`src/rtl/fx_convert_pipe.sv`:
```
`default_nettype none
// ============================================================================
// Module      : fx_convert_pipe
// Description : Pipelined fixed-point format converter with rounding,
//               wrap/saturate overflow handling and an overflow counter.
// Revision    : 1.0 - initial release
// ============================================================================
module fx_convert_pipe #(
  parameter int IN_W     = 15,
  parameter int IN_FRAC  = 8,
  parameter int OUT_W    = 16,
  parameter int OUT_FRAC = 8,
  parameter int RND_MODE = 0,
  parameter int OVF_MODE = 1,
  parameter int LATENCY  = 2
) (
  input  logic             clk,
  input  logic             rst,
  input  logic             i_valid,
  input  logic [IN_W-1:0]  i_data,
  input  logic             clr_cnt,
  output logic             o_valid,
  output logic [OUT_W-1:0] o_data,
  output logic             o_ovf,
  output logic [15:0]      o_ovf_cnt
);

  localparam int SHIFT = OUT_FRAC - IN_FRAC;
  // Wide enough for a 32-bit input shifted left by 31 plus headroom, so
  // neither the shift nor the rounding increment can wrap.
  localparam int EXT_W = 72;
  localparam logic signed [EXT_W-1:0] OUT_MAX = (EXT_W'(1) <<< (OUT_W - 1)) - EXT_W'(1);
  localparam logic signed [EXT_W-1:0] OUT_MIN = -(EXT_W'(1) <<< (OUT_W - 1));

  logic signed [EXT_W-1:0] data_ext;
  logic signed [EXT_W-1:0] scaled;
  logic                    conv_ovf;
  logic [OUT_W-1:0]        conv_data;

  assign data_ext = {{(EXT_W - IN_W){i_data[IN_W-1]}}, i_data};

  generate
    if (SHIFT >= 0) begin : g_upscale
      assign scaled = data_ext <<< SHIFT;
    end else begin : g_downscale
      localparam int DROP = -SHIFT;
      localparam logic [31:0] HALF = 32'(1) << (DROP - 1);

      logic signed [EXT_W-1:0] floor_val;
      logic [31:0]             rem;
      logic                    round_up;

      // Arithmetic shift floors toward -inf; the dropped bits are then a
      // non-negative remainder that drives the rounding decision.
      assign floor_val = data_ext >>> DROP;
      assign rem       = 32'(data_ext[DROP-1:0]);

      always_comb begin
        round_up = 1'b0;
        case (RND_MODE)
          1:       round_up = (rem >= HALF);
          2:       round_up = (rem > HALF) || ((rem == HALF) && floor_val[0]);
          default: round_up = 1'b0;
        endcase
      end

      assign scaled = floor_val + EXT_W'(round_up);
    end
  endgenerate

  always_comb begin
    conv_ovf  = (scaled > OUT_MAX) || (scaled < OUT_MIN);
    conv_data = scaled[OUT_W-1:0];
    if (conv_ovf && (OVF_MODE == 1)) begin
      conv_data = scaled[EXT_W-1] ? OUT_MIN[OUT_W-1:0] : OUT_MAX[OUT_W-1:0];
    end
  end

  logic [LATENCY-1:0]            valid_q, valid_d;
  logic [LATENCY-1:0]            ovf_q, ovf_d;
  logic [LATENCY-1:0][OUT_W-1:0] data_q, data_d;
  logic [15:0]                   ovf_cnt_q, ovf_cnt_d;

  // Payload registers only load behind a valid sample so bubbles leave the
  // last valid result parked on the outputs.
  always_comb begin
    valid_d    = valid_q;
    ovf_d      = ovf_q;
    data_d     = data_q;
    valid_d[0] = i_valid;
    if (i_valid) begin
      data_d[0] = conv_data;
      ovf_d[0]  = conv_ovf;
    end
    for (int k = 1; k < LATENCY; k++) begin
      valid_d[k] = valid_q[k-1];
      if (valid_q[k-1]) begin
        data_d[k] = data_q[k-1];
        ovf_d[k]  = ovf_q[k-1];
      end
    end
  end

  always_comb begin
    ovf_cnt_d = ovf_cnt_q;
    if (clr_cnt) begin
      ovf_cnt_d = 16'h0000;
    end else if (valid_q[LATENCY-1] && ovf_q[LATENCY-1] && (ovf_cnt_q != 16'hFFFF)) begin
      ovf_cnt_d = ovf_cnt_q + 16'h0001;
    end
  end

  always_ff @(posedge clk) begin
    if (rst) begin
      valid_q   <= '0;
      ovf_q     <= '0;
      data_q    <= '0;
      ovf_cnt_q <= 16'h0000;
    end else begin
      valid_q   <= valid_d;
      ovf_q     <= ovf_d;
      data_q    <= data_d;
      ovf_cnt_q <= ovf_cnt_d;
    end
  end

  assign o_valid   = valid_q[LATENCY-1];
  assign o_data    = data_q[LATENCY-1];
  assign o_ovf     = ovf_q[LATENCY-1];
  assign o_ovf_cnt = ovf_cnt_q;

endmodule
`default_nettype wire

```
`config.mk`:
```
export PLATFORM = sky130hd
export DESIGN_NAME = fx_convert_pipe
export DESIGN_NICKNAME = d
export VERILOG_FILES = /design/src/rtl/fx_convert_pipe.sv
export SDC_FILE = /design/constraint.sdc
export NUM_CORES = 1
export LEC_CHECK = 0
export ABC_AREA = 0
export CAP_MARGIN = 30
export CORE_MARGIN = 5
export CORE_UTILIZATION = 35
export CTS_CLUSTER_DIAMETER = 60
export DETAILED_ROUTE_END_ITERATION = 16
export PLACE_DENSITY_LB_ADDON = 0.05
export SYNTH_ARGS = -nofsm -noshare
export SYNTH_HDL_FRONTEND = slang
export SYNTH_SLANG_ARGS = --single-unit
export TNS_END_PERCENT = 1
```
`constraint.sdc`:
```
create_clock -name clk -period 0.84 [get_ports clk]
set_input_delay 0.084 -clock clk [delete_from_list [all_inputs] [get_ports clk]]
set_output_delay 0.084 -clock clk [all_outputs]
set_load 0.01 [all_outputs]
```
==> results of run 1 <==
## cell usage in the layout (no fill, tap or decap), drive strengths merged
cell type	instances
and2	16
buf	40
clkbuf	7
clkdlybuf4s50	17
clkinv	1
conb	1
dfxtp	48
dlygate4sd2	1
mux2i	30
nor2	31
nor2b	2
## synth_stat cells
master,count,area [um2]
dfxtp_1,48,961
buf_6,2,22.5
buf_2,3,15.0
buf_12,2,40.0
conb_1,1,3.75
buf_4,18,135
nor2_1,30,113
mux2i_1,30,300
nor2_2,1,6.26
nor2b_1,2,12.5
and2_1,16,100
## final cells by class
type	instances	share of cell area, %
clock buffers	6	3.08
clock inverters	1	0.212
multi-input cells	80	22.9
flip-flops and latches	48	42.7
well taps	67	3.55
repair buffers	59	27.6
## worst max-delay path, delay by kind of cell (launching register included)
family,cells,cell delay (ps)
buffers and inverters,1,150
DFF,1,390
muxes,1,190
and+or+nand+nor,1,50
## logic make-up (layout without fill, tap and decap cells)
family / Yosys count / count (layout) / synth area share (%)
and+or+nand+nor: 49 / 49 / 13.5
buffers and inverters: 25 / 66 / 12.4
other: 1 / 1 / 0.219
muxes: 30 / 30 / 17.6
DFF: 48 / 48 / 56.2
## report_power, final
group          switching [mW]  internal (mW)
combinational           0.144          0.224
sequential             0.0384           2.34
clock                   0.674          0.566
## through the flow
step                setup WS, ps  TNS, ps
floorplan                  -49.1     -442
global placement            -309   -14950
detailed placement          -377   -17500
CTS                        -68.3     -612
global route               -92.0    -1820
finish                     -40.7     -340
## routing by layer
metal | track usage [%] | routed length, um
met5 | 0 | 0
met4 | 4.56 | 25
met1 | 12.3 | 1310
met3 | 5.87 | 318
met2 | 18.4 | 1640
## worst max path at each step
| stage | startpoint | endpoint | cells after the start |
|---|---|---|---|
| 6_report | valid_q[0] | o_data[0] | 3 |
| 5_1_grt | valid_q[0] | o_data[4] | 3 |
| 4_1_cts | valid_q[0] | o_data[6] | 3 |
| 3_5_place_dp | rst | o_ovf_cnt[3] | 3 |
| 3_3_place_gp | i_valid | data_q[8] | 4 |
| 2_1_floorplan | valid_q[0] | o_data[10] | 4 |
## flip-flops by register name, summed over array words and instances (netlist names)
register,cells
o_ovf_cnt,16
o_data,15
data_q,15
valid_q,2
## what timing repair did
action                     4_1_cts  5_1_grt
buffers inserted                 0        0
resized for setup              180       20
setup endpoints to repair       70       61
pin swaps                        0        3
gates cloned                     0        1
==> summary.txt, run 1 <==
Place
  • Placed inst area: 2170 um2
  • IO Port Bufs: 51
  • Routability cong.: 0.634
  • Placed cell count: 253
  • DP HPWL: 2.34 mm

Synthesis
  • Syn Area/Cell: 11.2 um2
  • Synth cell types: 11
  • #FFs+latches synth: 48
  • Post-synthesis sequential area ratio: 56.2%
  • Cell area after synthesis: 1710 um2
  • Mapped Cells: 153
  • Syn Nets: 172
  • Yosys warnings: 0

Clocking
  • CTS sink cnt: 48
  • Cts hold-fix bufs: 0
  • CTS Buf Count: 5
  • CTS tree: yes
  • Worst skew pair latency: 290 ps
  • Root buffer cell: clkbuf_8
  • H-Tree Depth: 2
  • Clock buffer depth: 2
  • Clock Pin Slew Worst Setup and Hold Paths: 80 ps

Floorplan
  • Core area: 4720 um2
  • Io pins: 53
  • Die ar.: 6380 um2
  • Starting Density: 36.2%
  • Die width: 79.9 um
  • # rows: 25
  • Die Height: 79.9 um

Drt
  • Post-Route WL: 3.29 mm
  • First drt pass iteration count: 4
  • Vias per cell: 4.13
  • 1st-iter DRT viols: 39
  • Routed WL per cell: 12.6 um
  • Antenna-violating nets left: 0
  • Drc violations: 0
  • Routed vias: 1079

Outcome
  • Failing checks: setup timing
  • Outcome: finished, violations left

Worst setup path
  • Crit path capture type: flip-flop
  • Crit path max fanout: 5
  • CP startpoint kind: flip-flop
  • Crit Path Class: flip-flop to flip-flop
  • WP data arrival: 1060 ps
  • Crit path max-delay cell type: dfxtp_4
  • Reg2Reg Setup Slack: -40 ps
  • Crit Reg-Reg Endpoint: o_data[0]
  • Crit-path max cell delay: 390 ps
  • R2R depth: 3
  • Worst path cell trace: clkbuf_16 > mux2i_1 > nor2_1
  • Worst r2r src: valid_q[0]
  • Worst path required time: 1020 ps

STA
  • Fin crit period: 881 ps
  • Skew final: 3.33 ps
  • Hold WS: 382 ps
  • Final hold violation count: 0
  • Tcrit/Tclk final: 105%
  • Worst setup margin: -40.7 ps
  • Peak Freq: 1.14 GHz
  • RSZ-0062 raised after global routing: true
  • Setup violators final: 15
  • Slew Limit Fails: 0

Global routing
  • Total Routing Usage GR: 11.3%
  • Largest net degree at the start of global routing: 22
  • First-pass GRT wire length: 5.54 mm
  • Overflow after GRT: 0
  • Vias in the first global route: 1176
  • Initial antenna violation count: 0

Layout
  • Syn-to-layout area delta: 38.0%
  • Fin cells: 261
  • Register area: 1010 um2
  • Design area: 2360 um2
  • # diodes: 0
  • Share of layout cells above drive strength 1: 41.2%
  • Multi-input combinational cell area: 541 um2
  • Fin nets: 213
  • Final Util: 49.9%
  • Fillcell total: 430

Hold path
  • WHS Path Cells: 3
  • Hold Crit Endpoint: valid_q[0]
  • HP Class: input port to flip-flop
  • Worst hold path startpoint: i_valid

Power
  • Peak VDD IR: 0.000895 V
  • Leakage: 1.03 nW
  • Tot Pwr: 3.98 mW
  • Power per cell area: 1690 nW/um2

Flow run
  • MaxCap Viol Count: 0
Note: power is estimated with default switching activity, not from simulation.
==> inputs of run 2 (changes only) <==
--- a/config.mk
+++ b/config.mk
@@ -12,5 +12,5 @@
 export CTS_CLUSTER_DIAMETER = 60
 export DETAILED_ROUTE_END_ITERATION = 16
-export PLACE_DENSITY_LB_ADDON = 0.05
+export PLACE_DENSITY = 0.67
 export SYNTH_ARGS = -nofsm -noshare
 export SYNTH_HDL_FRONTEND = slang
==> constraint.sdc (replaced) <==
create_clock -name clk -period 0.84 [get_ports clk]
set_input_delay 0.168 -clock clk [delete_from_list [all_inputs] [get_ports clk]]
set_output_delay 0.168 -clock clk [all_outputs]
set_load 0.01 [all_outputs]
==> summary.txt, run 2 (same netlist as run 1, synthesis figures left out) <==
Clocking
  • Clock buffer depth: 2 (unchanged)
  • Clock Pin Slew Worst Setup and Hold Paths: 80 ps (about the same)
  • H-Tree Depth: 2 (unchanged)
  • CTS Buf Count: 5 (unchanged)
  • Worst skew pair latency: 300 ps (about the same)
  • CTS sink cnt: 48 (unchanged)
  • Cts hold-fix bufs: 0 (unchanged)
  • CTS tree: yes
  • Root buffer cell: clkbuf_8
  • Post-CTS setup buffer count: 0 (unchanged)

Floorplan
  • Die Height: 79.9 um (unchanged)
  • Core area: 4720 um2 (unchanged)
  • Die width: 79.9 um (unchanged)
  • Starting Density: 36.2% (unchanged)
  • Die ar.: 6380 um2 (unchanged)
  • Io pins: 53 (unchanged)
  • # rows: 25 (unchanged)

STA
  • Peak Freq: 1.08 GHz (-4.9%)
  • RSZ-0062 raised after global routing: true
  • Setup TNS Final: -2230 ps (-1890 ps)
  • Tcrit/Tclk final: 110% (+5.4 points)
  • Skew final: 8.13 ps (+4.79 ps)
  • Hold WS: 383 ps (+1.36 ps)
  • Setup violators final: 46 (+31)
  • Fin crit period: 926 ps (+45.1 ps)
  • Worst setup margin: -85.9 ps (-45.1 ps)
  • Final hold violation count: 0 (unchanged)
  • Slew Limit Fails: 0 (unchanged)

Worst setup path
  • Crit-path max cell delay: 360 ps (-30 ps)
  • Crit path max-delay cell type: dfxtp_2
  • WP data arrival: 760 ps (-300 ps)
  • Worst r2r src: valid_q[0]
  • Crit path buffers/inverters: 1 (unchanged)
  • Crit path capture type: output port
  • Crit path max fanout: 3 (-2)
  • Crit Path Class: flip-flop to output port
  • Crit-path leading delay family: flip-flops
  • CP startpoint kind: flip-flop
  • CP Launch Point: o_data[14]
  • Worst path required time: 670 ps (-350 ps)
  • Worst path cell trace: buf_6

Drt
  • Drc violations: 0 (unchanged)
  • DRT met1 WL: 1.27 mm (-2.5%)
  • Vias per cell: 4.07 (-1.4%)
  • WL met3: 207 um (-35%)
  • Wire length on met2: 1.39 mm (-16%)
  • Routed WL per cell: 10.9 um (-14%)
  • First drt pass iteration count: 4 (unchanged)
  • Routed vias: 1096 (+1.6%)
  • Post-Route WL: 2.92 mm (-11%)
  • 1st-iter DRT viols: 35 (-10%)
  • Top sig layer: met4
  • Antenna-violating nets left: 0 (unchanged)

Power
  • Comb pwr share: 9.4% (+0.2 points)
  • Seq pwr share: 58.1% (-1.5 points)
  • Power per cell area: 1680 nW/um2 (-0.33%)
  • Leakage: 1.07 nW (+4.1%)
  • Peak VDD IR: 0.000635 V (-29%)
  • Pint: 3.17 mW (+1.3%)
  • Psw: 0.924 mW (+7.8%)
  • Net Sw Frac: 22.6% (+1.1 points)
  • Clk network pwr share: 32.5% (+1.4 points)
  • Tot Pwr: 4.09 mW (+2.7%)

Layout
  • Fin cells: 269 (+3.1%)
  • Fin nets: 220 (+3.3%)
  • Design area: 2430 um2 (+3.0%)
  • Share of layout cells above drive strength 1: 44.1% (+2.8 points)
  • Final Util: 51.4% (+1.5 points)
  • Most frequent cells in the layout: 33 x buf_6, 31 x dfxtp_2, 30 x mux2i_1, 30 x nor2_1
  • Commonest non-fill, non-tap cell in the layout: buf_6
  • Max reg flops: 16 (unchanged)
  • # diodes: 0 (unchanged)
  • Syn-to-layout area delta: 42.2%

Global routing
  • Vias in the first global route: 1092 (-7.1%)
  • Overflow after GRT: 0 (unchanged)
  • Total Routing Usage GR: 10.0% (-1.3 points)
  • Initial antenna violation count: 0 (unchanged)
  • Largest net degree at the start of global routing: 17 (-23%)
  • First-pass GRT wire length: 4.94 mm (-11%)

Place
  • IO Port Bufs: 51 (unchanged)
  • Pre-CTS WS: -417 ps (-39.9 ps)
  • Routability cong.: 0.617 (-2.7%)
  • Placed inst area: 2250 um2 (+3.9%)
  • Placed cell count: 261 (+3.2%)
  • DP HPWL: 2.13 mm (-8.9%)

Hold path
  • HP Class: input port to flip-flop
  • Worst hold path startpoint: rst

Outcome
  • Outcome: finished, violations left
  • Failing checks: setup timing

Flow run
  • MaxCap Viol Count: 0 (unchanged)
run 2: cell count changes in the layout (fill, tap and decap cells not counted), sizes merged:
cell	previous run	this run
buf	40	48
clkbuf	7	5
clkdlybuf4s50	17	16
clkinvlp	0	2
dlygate4sd2	1	2
run 2: layout make-up:
type,instances,area [um2]
Fill cell,441,2290
Sequential cell,48,1000
Timing Repair Buffer,66,709
Multi-Input combinational cell,80,541
Tap cell,67,83.8
Clock buffer,5,68.8
Clock inverter,3,23.8
run 2: repair_timing:
action / CTS / global route
pin swaps: 0 / 1
setup endpoints to repair: 79 / 64
gates resized for setup: 198 / 2
run 2: path summary, 6_finish.rpt:
check	endpoint	slack, ps	cells past startpoint
setup / recovery	o_data[15]	-90	1
setup reg to reg	o_data[1]	-20	3
hold / removal	o_data[13]	380	3
hold reg to reg	o_ovf_cnt[10]	470	1
run 2: worst min-delay path: stages:
cell and delay (ps):
dlygate4sd2_1 270, buf_6 150, nor2_1 50
run 2: power by group through the flow:
stage / sequential, mW / clock (mW) / combinational (mW)
3_3_place_gp: 2.43 / 0 / 0.386
3_5_place_dp: 2.43 / 0 / 0.388
4_1_cts: 2.38 / 1.41 / 0.393
6_report: 2.38 / 1.33 / 0.385
5_1_grt: 2.39 / 1.52 / 0.419
2_1_floorplan: 2.42 / 0 / 0.229
run 2: per-layer routing:
layer	GRT usage (%)	vias to the layer above
li1	-	563
met1	11.7	494
met2	15.9	32
met3	4.06	7
met4	4.56	0
met5	0	-
==> patch, RTL diff (flow settings as in run 1) <==
Change the parameter `LATENCY` from 2 to 4.
--- a/src/rtl/fx_convert_pipe.sv
+++ b/src/rtl/fx_convert_pipe.sv
@@ -14,3 +14,3 @@
   parameter int OVF_MODE = 1,
-  parameter int LATENCY  = 2
+  parameter int LATENCY  = 4
 ) (
Function: changed (Yosys sat finds a counterexample within 4 cycles, from zero or initial values and one cycle with rst high).
==> patch against run 1 <==
The flow still finishes with violations (negative setup slack). Synthesized area rose by 68%. Sequential cell count grew 32. Wire length grew 47%. Power is 73% higher. Worst setup slack worse by 0.0039 ns. Cell area grew 58%. Non-clock buffer count up 15. Critical endpoint is now data_q[33]. Critical path depth is the same.
==> patch: results (changes against run 1) <==
outcome: "complete, but fails checks"  # unchanged
violations: "negative setup slack"  # unchanged
dr_wl_met2_mm: 1.81  # was 1.64 mm
vias_per_cell: 4.14  # was 4.13
setup_viol: 60  # was 15
grt_use_total: 0.105  # was 0.113
drt-initial-drc-count: 51  # was 39
cts_root_buffer: "clkbuf_8"  # unchanged
met3_length_um: 346  # was 318 um
dr.pass1.iters: 4  # unchanged
fin_ws_ns: -0.0446  # was -0.0407 ns
async_flop_share: 0  # unchanged
seq_power_mw: 3.90  # was 2.38 mW
place_area_sq_um: 3470  # was 2170 sq um
vdd_drop_max_mv: 0.749  # was 0.895 mV
yosys-top-cells-area: "dfxtp_1, mux2i_1, nor2_1"  # was dfxtp_1, mux2i_1, buf_4
yosysUniqueCellTypes: 12  # was 11
h-tree-depth: 3  # was 2
drive_above_1_share: 0.346  # was 0.412
seq_area_frac_synth: 0.558  # was 0.562
hpwl_mm: 3.18  # was 2.34 mm
yosys_warnings: 0  # unchanged
r2r_start: "valid_q[1]"  # was valid_q[0]
static-leakage-power_nw: 1.54  # was 1.03 nW
worstPathMaxFanout: 7  # was 5
switching_power_mw: 1.56  # was 0.857 mW
cts_inserted_buffers: 9  # was 5
routed.top_layer: "met4"  # unchanged
clock_net_power_mw: 2.58  # was 1.24 mW
grt_pass1_vias: 1688  # was 1176
skew_ns: 0.00776  # was 0.00333 ns
drt-wirelength-per-cell_um: 11.6  # was 12.6 um
synthTopCellsByCount: "dfxtp_1, mux2i_1, nor2_1"  # unchanged
grt_max_degree: 65  # was 22
finalNonFillerCells: 417  # was 261
largest_reg_flops: 45  # was 16
cts_max_path_buffers: 2  # unchanged
top_register: "data_q"
synth_nets: 274  # was 172
startpoint: "valid_q[1]"  # was valid_q[0]
synth_compound_area_frac: 0  # unchanged
grt_pass1_wl_mm: 8.41  # was 5.54 mm
syn_area_per_cell_sq_um: 11.3  # was 11.2 sq um
wl_met1_mm: 2.57  # was 1.31 mm
nNetsFinal: 326  # was 213
worstHoldStart: "rst"  # was i_valid
synth.mux.area_fraction: 0.209  # was 0.176
gp_congestion: 0.613  # was 0.634
cp_data_arrival_time_ns: 1.11  # was 1.06 ns
placed_cells: 400  # was 253
clock_latency_ns: 0.34  # was 0.29 ns
yosys.area_share.adder: 0  # unchanged
-- patch: worst max-delay path: stages (launching register included) --
cell     delay [ns]
dfxtp_4        0.38
buf_12         0.13
mux2i_2        0.19
nor2_1         0.06
-- patch: layout make-up --
type | count | area [sq um]
clock inverter | 4 | 28.8
sequential | 80 | 1650
fill | 801 | 4360
timing repair buffer | 74 | 801
clock buffer | 12 | 155
tap | 105 | 131
multi-input combinational | 142 | 970
-- patch: logic make-up after synthesis --
group / after synthesis
multiplexers: 60
other: 1
flip-flops: 80
AND/OR/NAND/NOR: 81
buffers and inverters: 33
-- patch: timing repair --
| action | 4_1_cts | 5_1_grt |
|---|---|---|
| hold buffers | 0 | 0 |
| gates resized for setup | 196 | 2 |
| buffers inserted | 1 | 0 |
| endpoints found under the hold margin | 0 | 0 |
| endpoints found under the setup margin | 76 | 95 |
| pin swaps | 0 | 4 |
-- patch: per-stage QoR --
step | worst slack, ns | TNS (ns) | power (mW)
6_report | -0.0446 | -1.11 | 6.88
5_1_grt | -0.0840 | -4.36 | 7.24
4_1_cts | -0.0619 | -2.12 | 7.02
3_5_place_dp | -0.344 | -13.55 | 4.40
3_3_place_gp | -0.340 | -12.95 | 4.39
2_1_floorplan | -0.0464 | -1.25 | 4.26
-- patch: worst paths after layout --
| check | slack, ns | cells after the start | to |
|---|---|---|---|
| worst min-delay path | 0.15 | 3 | o_ovf_cnt[14] |
| worst min register to register | 0.47 | 1 | o_ovf_cnt[2] |
| worst max-delay path | -0.04 | 3 | data_q[33] |
| worst max register to register | -0.04 | 3 | data_q[33] |
-- patch: routing by layer --
layer,track usage,vias up
met5,0,-
met4,0.0622,0
met3,0.0367,12
met2,0.127,47
met1,0.156,753
li1,-,914
